### src/rtl/clock_pkg.sv
// Shared time-base constants for the alarm-clock design's clock divider bank.
// CNT_W is limited to 32 bits so divisor arithmetic fits in an int unsigned.
package clock_pkg;

  localparam int unsigned SYS_CLK_HZ = 50_000_000;

  localparam int unsigned DIV_1HZ  = SYS_CLK_HZ;
  localparam int unsigned DIV_1KHZ = SYS_CLK_HZ / 1_000;
  localparam int unsigned DIV_SCAN = SYS_CLK_HZ / 4_000;

  localparam int CNT_W_DEFAULT = 26;

  // High-phase length of the square wave: ceil(d/2), written so that d+1 cannot overflow.
  function automatic int unsigned ceil_half(input int unsigned d);
    return (d >> 1) + (d & 32'd1);
  endfunction

endpackage

### src/rtl/clock_divider_channel.sv
// One divider channel: an up-counter that wraps at DIV-1, a shadow divisor
// applied only at period boundaries, tick/square-wave outputs and a sticky error flag.
module clock_divider_channel
  import clock_pkg::*;
#(
  parameter int          CNT_W   = CNT_W_DEFAULT,
  parameter int unsigned RST_DIV = DIV_1HZ
) (
  input  logic             clk_i,
  input  logic             rst_ni,
  input  logic             en_i,
  input  logic             sync_clear_i,
  input  logic             div_load_i,
  input  logic [CNT_W-1:0] div_value_i,
  output logic             tick_o,
  output logic             clk_o,
  output logic             div_pending_o,
  output logic             cfg_err_o
);

  localparam logic [CNT_W-1:0] DIV_RST = CNT_W'(RST_DIV);
  localparam logic [CNT_W-1:0] ONE     = CNT_W'(1);

  logic [CNT_W-1:0] count_q, count_d;
  logic [CNT_W-1:0] div_q, div_d;
  logic [CNT_W-1:0] shadow_q, shadow_d;
  logic             pending_q, pending_d;
  logic             tick_q, tick_d;
  logic             clk_q, clk_d;
  logic             err_q, err_d;

  logic             load_ok;
  logic             load_zero;
  logic             terminal;
  logic [CNT_W-1:0] count_inc;
  logic [CNT_W-1:0] div_next;

  assign load_ok   = div_load_i && (div_value_i != '0);
  assign load_zero = div_load_i && (div_value_i == '0);
  // >= rather than == so a corrupted count can never run on to the 2^CNT_W wrap
  assign terminal  = (count_q >= div_q - ONE);
  assign count_inc = count_q + ONE;
  // Divisor adopted at a period boundary: a same-edge load beats the shadow value.
  assign div_next  = load_ok ? div_value_i : (pending_q ? shadow_q : div_q);

  always_comb begin
    count_d   = count_q;
    div_d     = div_q;
    shadow_d  = shadow_q;
    pending_d = pending_q;
    tick_d    = 1'b0;
    clk_d     = clk_q;
    err_d     = err_q | load_zero;

    if (sync_clear_i) begin
      count_d   = '0;
      div_d     = div_next;
      pending_d = 1'b0;
      if (en_i) begin
        clk_d = 1'b1;
      end
    end else if (en_i) begin
      if (terminal) begin
        count_d   = '0;
        tick_d    = 1'b1;
        div_d     = div_next;
        pending_d = 1'b0;
        clk_d     = 1'b1;
      end else begin
        count_d = count_inc;
        clk_d   = (32'(count_inc) < ceil_half(32'(div_q)));
        if (load_ok) begin
          shadow_d  = div_value_i;
          pending_d = 1'b1;
        end
      end
    end else if (load_ok) begin
      // An idle channel has no period in flight, so the new divisor takes effect at once.
      count_d   = '0;
      div_d     = div_value_i;
      pending_d = 1'b0;
    end
  end

  always_ff @(posedge clk_i or negedge rst_ni) begin
    if (!rst_ni) begin
      count_q   <= '0;
      div_q     <= DIV_RST;
      shadow_q  <= DIV_RST;
      pending_q <= 1'b0;
      tick_q    <= 1'b0;
      clk_q     <= 1'b0;
      err_q     <= 1'b0;
    end else begin
      count_q   <= count_d;
      div_q     <= div_d;
      shadow_q  <= shadow_d;
      pending_q <= pending_d;
      tick_q    <= tick_d;
      clk_q     <= clk_d;
      err_q     <= err_d;
    end
  end

  assign tick_o        = tick_q;
  assign clk_o         = clk_q;
  assign div_pending_o = pending_q;
  assign cfg_err_o     = err_q;

endmodule

### src/rtl/clock_divider_bank.sv
// Bank of NUM_CH independent clock dividers on the 50 MHz board clock,
// sharing one divisor bus and one phase-align strobe.
module clock_divider_bank
  import clock_pkg::*;
#(
  parameter int          NUM_CH      = 4,
  parameter int          CNT_W       = CNT_W_DEFAULT,
  parameter int unsigned DEFAULT_DIV = DIV_1HZ
) (
  input  logic              clk_in,
  input  logic              rst_n,
  input  logic [NUM_CH-1:0] en,
  input  logic              sync_clear,
  input  logic [NUM_CH-1:0] div_load,
  input  logic [CNT_W-1:0]  div_value,
  output logic [NUM_CH-1:0] tick_out,
  output logic [NUM_CH-1:0] clk_out,
  output logic [NUM_CH-1:0] div_pending,
  output logic [NUM_CH-1:0] cfg_err
);

  for (genvar i = 0; i < NUM_CH; i++) begin : g_ch
    clock_divider_channel #(
      .CNT_W   (CNT_W),
      .RST_DIV (DEFAULT_DIV)
    ) u_ch (
      .clk_i         (clk_in),
      .rst_ni        (rst_n),
      .en_i          (en[i]),
      .sync_clear_i  (sync_clear),
      .div_load_i    (div_load[i]),
      .div_value_i   (div_value),
      .tick_o        (tick_out[i]),
      .clk_o         (clk_out[i]),
      .div_pending_o (div_pending[i]),
      .cfg_err_o     (cfg_err[i])
    );
  end

endmodule

### config.mk
export PLATFORM = sky130hd
export DESIGN_NAME = clock_divider_bank
export DESIGN_NICKNAME = d
export VERILOG_FILES = /design/src/rtl/clock_pkg.sv /design/src/rtl/clock_divider_channel.sv /design/src/rtl/clock_divider_bank.sv
export SDC_FILE = /design/constraint.sdc
export NUM_CORES = 1
export LEC_CHECK = 0
export CAP_MARGIN = 40
export CORE_MARGIN = 2
export CORE_UTILIZATION = 40
export CTS_BUF_LIST = sky130_fd_sc_hd__clkbuf_16
export DETAILED_ROUTE_END_ITERATION = 12
export DONT_BUFFER_PORTS = 1
export HOLD_SLACK_MARGIN = 0.15
export PLACE_DENSITY_LB_ADDON = 0.1
export RECOVER_POWER = 100
export SYNTH_ARGS = -nofsm -noshare
export SYNTH_HDL_FRONTEND = slang
export SYNTH_HIERARCHICAL = 1
export SYNTH_SLANG_ARGS = --single-unit
### constraint.sdc
create_clock -name clk_in -period 5.65 [get_ports clk_in]
set_input_delay 1.695 -clock clk_in [delete_from_list [all_inputs] [get_ports clk_in]]
set_output_delay 1.695 -clock clk_in [all_outputs]
set_load 0.05 [all_outputs]
==> impl_metrics.json, run 1 <==
{
  "synth_top_cells_by_area": "sky130_fd_sc_hd__dfrtp_1 22%, sky130_fd_sc_hd__mux2_2 13%, sky130_fd_sc_hd__ha_1 11%",
  "placement_rows": 93,
  "totalNegativeSetupSlack_ps": 0,
  "violations": "max-capacitance violations, max-slew violations",
  "cts-buffers-inserted": 43,
  "critPathMaxStageDelay_ps": 910,
  "drcViolationCount": 0,
  "syn2layout_area_growth_pct": 5.96,
  "grt-ovfl-total": 0,
  "xor_xnor_share_of_the_synthesized_area_pct": 9.04,
  "startpoint_of_the_tightest_hold_check_path": "g_ch[3].u_ch/shadow_q[11]",
  "critical_path.endpoint_type": "flip-flop",
  "pnr_total_power_uw": 7460,
  "max-vdd-ir-drop_v": 0.000176,
  "design_area_mm2": 0.0277,
  "post_synthesis_instance_total": 2556,
  "power.combinational.fraction_pct": 22.1,
  "via_per_inst": 5.66,
  "p_int_uw": 5130,
  "grt_first_pass_wirelength_um": 110000,
  "cts_tree": "built",
  "dominantRegCellSynth": "sky130_fd_sc_hd__dfrtp_1",
  "yosys.area_share.simple_pct": 16.5,
  "drt_first_iter_violations": 975,
  "floorplan.initialDensity_pct": 40.5,
  "pwr_density_cell_mw_per_mm2": 269,
  "htree_levels": 2,
  "synth_compound_gate_area_share_pct": 9.57,
  "rsz0062_at_grt": "no",
  "finish.net_count": 2725,
  "synthMostInstantiatedCell": "sky130_fd_sc_hd__mux2_2",
  "postCtsSetupRepairBufs": 0,
  "die_h_um": 260,
  "multiplexer_share_of_the_synthesized_area_pct": 18.9,
  "post_route_ant_nets": 0,
  "asyncSetResetFlopFracSynth_pct": 100,
  "cts_max_path_buffers": 3,
  "final.fill_count": 6240,
  "timing.final.crit_share_pct": 93.1,
  "clk_root_buffer_cell": "sky130_fd_sc_hd__clkbuf_16",
  "hold_depth": 1,
  "cap_viol_max_count": 2,
  "die_w_um": 260,
  "detailedPlace.worstSlack_ps": 603,
  "tightest_slew_ps": 2270,
  "crit_path_cell_trace": "nor4_1 -> nand3_1 -> or3_1 -> nor2_1 -> nand3b_1 -> xor2_1 -> ha_1 -> nand3_1 -> nor4_1 -> o311ai_4 -> buf_4 -> nand3b_2 -> mux2_2",
  "post_detailed_route_wirelength_per_cell_um": 20.4,
  "hold_endpoint": "g_ch[3].u_ch/shadow_q[11]",
  "synth_edf_count": 0,
  "crit_fanout": 39,
  "worst_slew_margin_rel_pct": -51.6,
  "grt_util_all_layers_pct": 20.5,
  "reg2reg_depth": 13,
  "outcome": "finished, violations left",
  "crit-reg2reg-launch": "g_ch[0].u_ch/div_q[2]",
  "synthesis.area_mm2": 0.0262,
  "fraction_of_final_layout_cells_with_drive_strength_greater_than_1_pct": 22.3,
  "postSynthRegisterBits": 328,
  "holdBufCountCts": 0,
  "hold_class": "reg -> reg",
  "route.vias.total": 19017,
  "timing.clock.skew_ps": 17.3,
  "share_clk_of_total_power_pct": 34.7,
  "core_area_mm2": 0.0646,
  "multiInputGateArea_mm2": 0.0166,
  "clkSinkCount": 328,
  "buffer_ports.inserted": 0,
  "post_synth_fa_ha_maj_area_fraction_pct": 10.5,
  "r2r_end": "g_ch[0].u_ch/shadow_q[18]",
  "synth_top_family_by_area": "multiplexers",
  "cp-start-kind": "flip-flop",
  "synth_top_cell_by_area": "sky130_fd_sc_hd__dfrtp_1",
  "ws_path_type": "reg -> reg",
  "gpl.final_weighted_congestion": 0.855,
  "r2r_setup_slack_ps": 390,
  "slowest_stage": "sky130_fd_sc_hd__nor4_1",
  "cp_data_required_time_ps": 6100,
  "synth_commonest_cells": "291 x sky130_fd_sc_hd__mux2_2, 232 x sky130_fd_sc_hd__dfrtp_1, 220 x sky130_fd_sc_hd__ha_1",
  "antennaDiodeCount": 0,
  "net-switching-power_uw": 2330,
  "yosys.area.top_type_share_pct": 22.2,
  "clk_transition_reported_paths_ps": 60,
  "switching_share_pct": 31.2,
  "post_synth_num_cell_types": 82,
  "cp.buffers_inverters": 1,
  "seqPwrFrac_pct": 43.2,
  "total_leakage_power_uw": 0.0115,
  "final.hold.worst_slack_ps": 493,
  "synth.yosys.seq_area_share_pct": 31.8,
  "period_minus_slack_ps": 5260,
  "cts_resized": 0,
  "firstDrtPassIters": 5,
  "cp_data_arrival_time_ps": 5700,
  "drv_slew": 60,
  "top_level_ports": 53,
  "first_global_vias": 19032,
  "final_hold_viol_count": 0,
  "worst_path_dominant_cell_family": "simple AND/OR/NAND/NOR gates",
  "postRouteWirelength_um": 68400,
  "largest_net_degree_at_the_start_of_global_routing": 329,
  "dp_hpwl_um": 48000,
  "post-route-worst-setup-slack_ps": 392,
  "achievable-frequency_ghz": 0.190,
  "synth_fp_nets": 2813,
  "layout.area.seq_mm2": 0.00833,
  "grt_antenna_before_repair": 0,
  "clock_latency_ps": 580,
  "die_area_mm2": 0.0675,
  "avg_cell_area_syn_um2": 10.2,
  "final_setup_violation_count": 0,
  "placement.cell_area_mm2": 0.0267,
  "yosysWarningCount": 6
}
-- state kept, by name (all words and copies together) (netlist names) --
register	flops
g_ch.u_ch/shadow_q	104
g_ch.u_ch/count_q	104
g_ch.u_ch/tick_o	4
g_ch.u_ch/cfg_err_o	4
g_ch.u_ch/clk_o	4
g_ch.u_ch/div_pending_o	4
g_ch.u_ch/div_q	104
-- logic make-up (layout without fill, tap and decap cells) --
group                      after synthesis  count (layout)
adders and majority gates              220             220
DFF                                    328             328
buffers and inverters                  199             145
xor gates and xnor gates               270             270
and+or+nand+nor                        773             773
muxes                                  414             414
AOI/OAI and AO/OA                      352             352
-- through the flow --
step / std cells / utilization, %
2_1_floorplan: 2556 / -
3_3_place_gp: 3271 / 41.2
3_5_place_dp: 3278 / 41.4
4_1_cts: 3357 / 43.4
5_1_grt: 3357 / 42.9
6_report: 3357 / 42.9
-- layer usage --
layer,vias up,track usage (%),routed length (µm)
li1,9297,-,-
met1,9357,29.7,34300
met2,277,32.3,30700
met3,86,2.35,1950
met4,0,5.16,1560
met5,-,0,0
-- how the worst max path moves through the flow --
stage	from	end	depth (start not counted)
6_report	g_ch[0].u_ch/div_q[2]	g_ch[0].u_ch/shadow_q[18]	13
3_5_place_dp	g_ch[1].u_ch/div_q[0]	g_ch[1].u_ch/div_q[8]	16
4_1_cts	g_ch[1].u_ch/div_q[0]	g_ch[1].u_ch/div_q[10]	16
5_1_grt	g_ch[1].u_ch/div_q[2]	g_ch[1].u_ch/div_q[4]	14
2_1_floorplan	g_ch[1].u_ch/div_q[0]	g_ch[1].u_ch/div_q[18]	17
3_3_place_gp	g_ch[1].u_ch/div_q[0]	g_ch[1].u_ch/div_q[2]	16
-- final cells by class --
class                           instances  share of cell area (%)
Clock buffer                           45                    4.06
Inverter                               36                   0.487
Sequential cell                       328                    30.0
Tap cell                              855                    3.86
Clock inverter                         34                   0.663
Timing Repair Buffer                   30                    1.06
Multi-Input combinational cell       2029                    59.8
-- cells in the final DEF (no fill, tap or decap), types with 27 or more instances in the layout --
cell                        netlist  routed
sky130_fd_sc_hd__dfrtp_1        232     232
sky130_fd_sc_hd__xnor2_1        143     143
sky130_fd_sc_hd__o21ai_0         53      53
sky130_fd_sc_hd__and3_1          34      34
sky130_fd_sc_hd__a21oi_1         83      85
sky130_fd_sc_hd__a31oi_1         52      52
sky130_fd_sc_hd__mux2_2         291     291
sky130_fd_sc_hd__clkbuf_16        0      45
sky130_fd_sc_hd__nor2_1         124     124
sky130_fd_sc_hd__nor4_1          43      46
sky130_fd_sc_hd__nand4_1         76      76
sky130_fd_sc_hd__nand2_1        179     179
sky130_fd_sc_hd__ha_1           220     220
sky130_fd_sc_hd__inv_1           34      45
sky130_fd_sc_hd__a32o_1          36      36
sky130_fd_sc_hd__a21o_1          28      28
sky130_fd_sc_hd__mux2_4          84      34
sky130_fd_sc_hd__mux2_1           5      55
sky130_fd_sc_hd__mux2i_1         34      34
sky130_fd_sc_hd__xor2_1         127     127
sky130_fd_sc_hd__nor3_1          39      41
sky130_fd_sc_hd__nand3_1        109     110
sky130_fd_sc_hd__and4_1          27      27
sky130_fd_sc_hd__dfstp_2         96      96
-- power groups by stage --
stage,registers (µW),clock network (µW),logic [µW]
2_1_floorplan,2900,0,1710
3_3_place_gp,3240,0,1640
3_5_place_dp,3260,0,1720
4_1_cts,3220,2690,1730
5_1_grt,3290,2780,1850
6_report,3220,2590,1650
No activity file was read; power rests on OpenSTA's default activity.
==> run 2, diff against run 1 <==
- clock period: 5.65 -> 5.6 ns (I/O delays scaled with it)
==> impl_metrics.json, run 2 (same netlist as run 1, synthesis figures left out) <==
{
  "hold_endpoint": "g_ch[3].u_ch/shadow_q[11]",
  "timing.clock.skew_ps": 19.4,
  "final.fill_count": 6085,
  "cts_resized": 0,
  "hold_class": "reg -> reg",
  "gpl.final_weighted_congestion": 0.841,
  "top_level_ports": 53,
  "crit-reg2reg-launch": "g_ch[3].u_ch/div_q[2]",
  "r2r_setup_slack_ps": 450,
  "cp-start-kind": "flip-flop",
  "most-common-layout-cells": "291 x sky130_fd_sc_hd__mux2_2, 232 x sky130_fd_sc_hd__dfrtp_1, 220 x sky130_fd_sc_hd__ha_1",
  "die_w_um": 260,
  "grt_antenna_before_repair": 0,
  "placement_rows": 93,
  "crit_fanout": 11,
  "core_area_mm2": 0.0646,
  "clock_latency_ps": 580,
  "reg2reg_depth": 14,
  "worst_slew_margin_rel_pct": -48.2,
  "cts_max_path_buffers": 3,
  "largest_net_degree_at_the_start_of_global_routing": 329,
  "hold_depth": 1,
  "buffer_ports.inserted": 0,
  "achievable-frequency_ghz": 0.194,
  "cp.buffers_inverters": 1,
  "firstDrtPassIters": 5,
  "htree_levels": 2,
  "critical_path.endpoint_type": "flip-flop",
  "grt_util_all_layers_pct": 20.3,
  "totalNegativeSetupSlack_ps": 0,
  "worst_path_dominant_cell_family": "simple AND/OR/NAND/NOR gates",
  "startpoint_of_the_tightest_hold_check_path": "g_ch[3].u_ch/shadow_q[11]",
  "antennaDiodeCount": 0,
  "cp_data_required_time_ps": 6100,
  "cp_data_arrival_time_ps": 5640,
  "grt-ovfl-total": 0,
  "total_leakage_power_uw": 0.0115,
  "grt_first_pass_wirelength_um": 109000,
  "postCtsSetupRepairBufs": 0,
  "floorplan.initialDensity_pct": 40.5,
  "cts-buffers-inserted": 42,
  "fraction_of_final_layout_cells_with_drive_strength_greater_than_1_pct": 22.6,
  "violations": "max-capacitance violations, max-slew violations",
  "cts_tree": "built",
  "crit_path_cell_trace": "nor4_1 -> nand2_1 -> or3_1 -> or3b_1 -> nor3_1 -> xnor2_1 -> ha_1 -> nand2_1 -> nor4_1 -> a221oi_1 -> nand4_1 -> nor2_1 -> clkbuf_1 -> a22o_1",
  "placement.cell_area_mm2": 0.0267,
  "final_common_cell": "sky130_fd_sc_hd__mux2_2",
  "ws_path_type": "reg -> reg",
  "die_h_um": 260,
  "finish.net_count": 2724,
  "final_hold_viol_count": 0,
  "first_global_vias": 18766,
  "pwr_density_cell_mw_per_mm2": 279,
  "route.vias.total": 19092,
  "post_route_ant_nets": 0,
  "clkSinkCount": 328,
  "timing.final.crit_share_pct": 91.9,
  "final_setup_violation_count": 0,
  "holdBufCountCts": 0,
  "pnr_total_power_uw": 7770,
  "clk_root_buffer_cell": "sky130_fd_sc_hd__clkbuf_16",
  "postRouteWirelength_um": 68700,
  "dp_hpwl_um": 48200,
  "r2r_end": "g_ch[3].u_ch/count_q[25]",
  "clk_transition_reported_paths_ps": 50,
  "die_area_mm2": 0.0675,
  "top_regs": "g_ch.u_ch/count_q x104, g_ch.u_ch/div_q x104, g_ch.u_ch/shadow_q x104",
  "drv_slew": 31,
  "period_minus_slack_ps": 5150,
  "post_detailed_route_wirelength_per_cell_um": 20.5,
  "via_per_inst": 5.69,
  "design_area_mm2": 0.0279,
  "slowest_stage": "sky130_fd_sc_hd__nor2_1",
  "drt_first_iter_violations": 1081,
  "outcome": "finished, violations left",
  "tightest_slew_ps": 2220,
  "syn2layout_area_growth_pct": 6.56,
  "drcViolationCount": 0,
  "cap_viol_max_count": 1,
  "rsz0062_at_grt": "no",
  "final_core_util_pct": 43.2,
  "critPathMaxStageDelay_ps": 610,
  "max-vdd-ir-drop_v": 0.000187
}
run 2: cell count changes in the layout (fill, tap and decap cells not counted), sizes merged:
cell	change
inv	-4
clkbuf	-1
bufinv	+5
clkinv	-2
clkinvlp	-1
clkdlybuf4s15	+1
run 2: worst register-to-register path: cells and delay by family, from the launching register on:
family | cells | cell delay (ps)
compound gates | 2 | 630
xor+xnor | 1 | 210
fa+ha+maj | 1 | 290
buf+inv | 1 | 450
flops | 1 | 500
simple gates | 9 | 3020
run 2: area by class of cell:
type / instances / area, µm² / area share [%]
clock inverters: 32 / 303 / 1.09
well taps: 855 / 1070 / 3.84
multi-input cells: 2029 / 16600 / 59.6
clock buffers: 45 / 1130 / 4.04
repair buffers: 30 / 297 / 1.06
inverters: 36 / 135 / 0.485
flip-flops and latches: 328 / 8330 / 29.9
run 2: worst max path at each step:
stage,from,depth (start not counted),to,slack (ps)
after floorplan,g_ch[1].u_ch/div_q[0],17,g_ch[1].u_ch/div_q[18],900
after global placement,g_ch[1].u_ch/div_q[0],16,g_ch[1].u_ch/div_q[2],610
after detailed placement,g_ch[1].u_ch/div_q[0],16,g_ch[1].u_ch/div_q[10],590
after CTS,g_ch[1].u_ch/div_q[0],16,g_ch[1].u_ch/div_q[2],570
after global routing,g_ch[1].u_ch/div_q[0],16,g_ch[1].u_ch/div_q[2],120
final,g_ch[3].u_ch/div_q[2],14,g_ch[3].u_ch/count_q[25],450
run 2: power breakdown:
group	internal, µW	total [µW]	switching (µW)
sequential	2780	3250	476
combinational	907	1670	758
clock	1720	2850	1130
run 2: stage by stage:
stage / setup slack [ps] / cells / hold WS [ps]
final: 452 / 3355 / 490
after floorplan: 897 / 2556 / 452
after global routing: 122 / 3355 / 509
after global placement: 608 / 3271 / 468
after detailed placement: 588 / 3278 / 481
after CTS: 568 / 3355 / 493
run 2: per-layer routing:
layer | wire length, µm | up-vias | share of wire, % | global-route usage [%]
li1 | - | 9289 | - | -
met3 | 1990 | 89 | 2.9 | 2.43
met2 | 30800 | 270 | 45 | 31.9
met4 | 1710 | 0 | 2.5 | 5.48
met1 | 34200 | 9444 | 50 | 29.4
met5 | 0 | - | 0 | 0
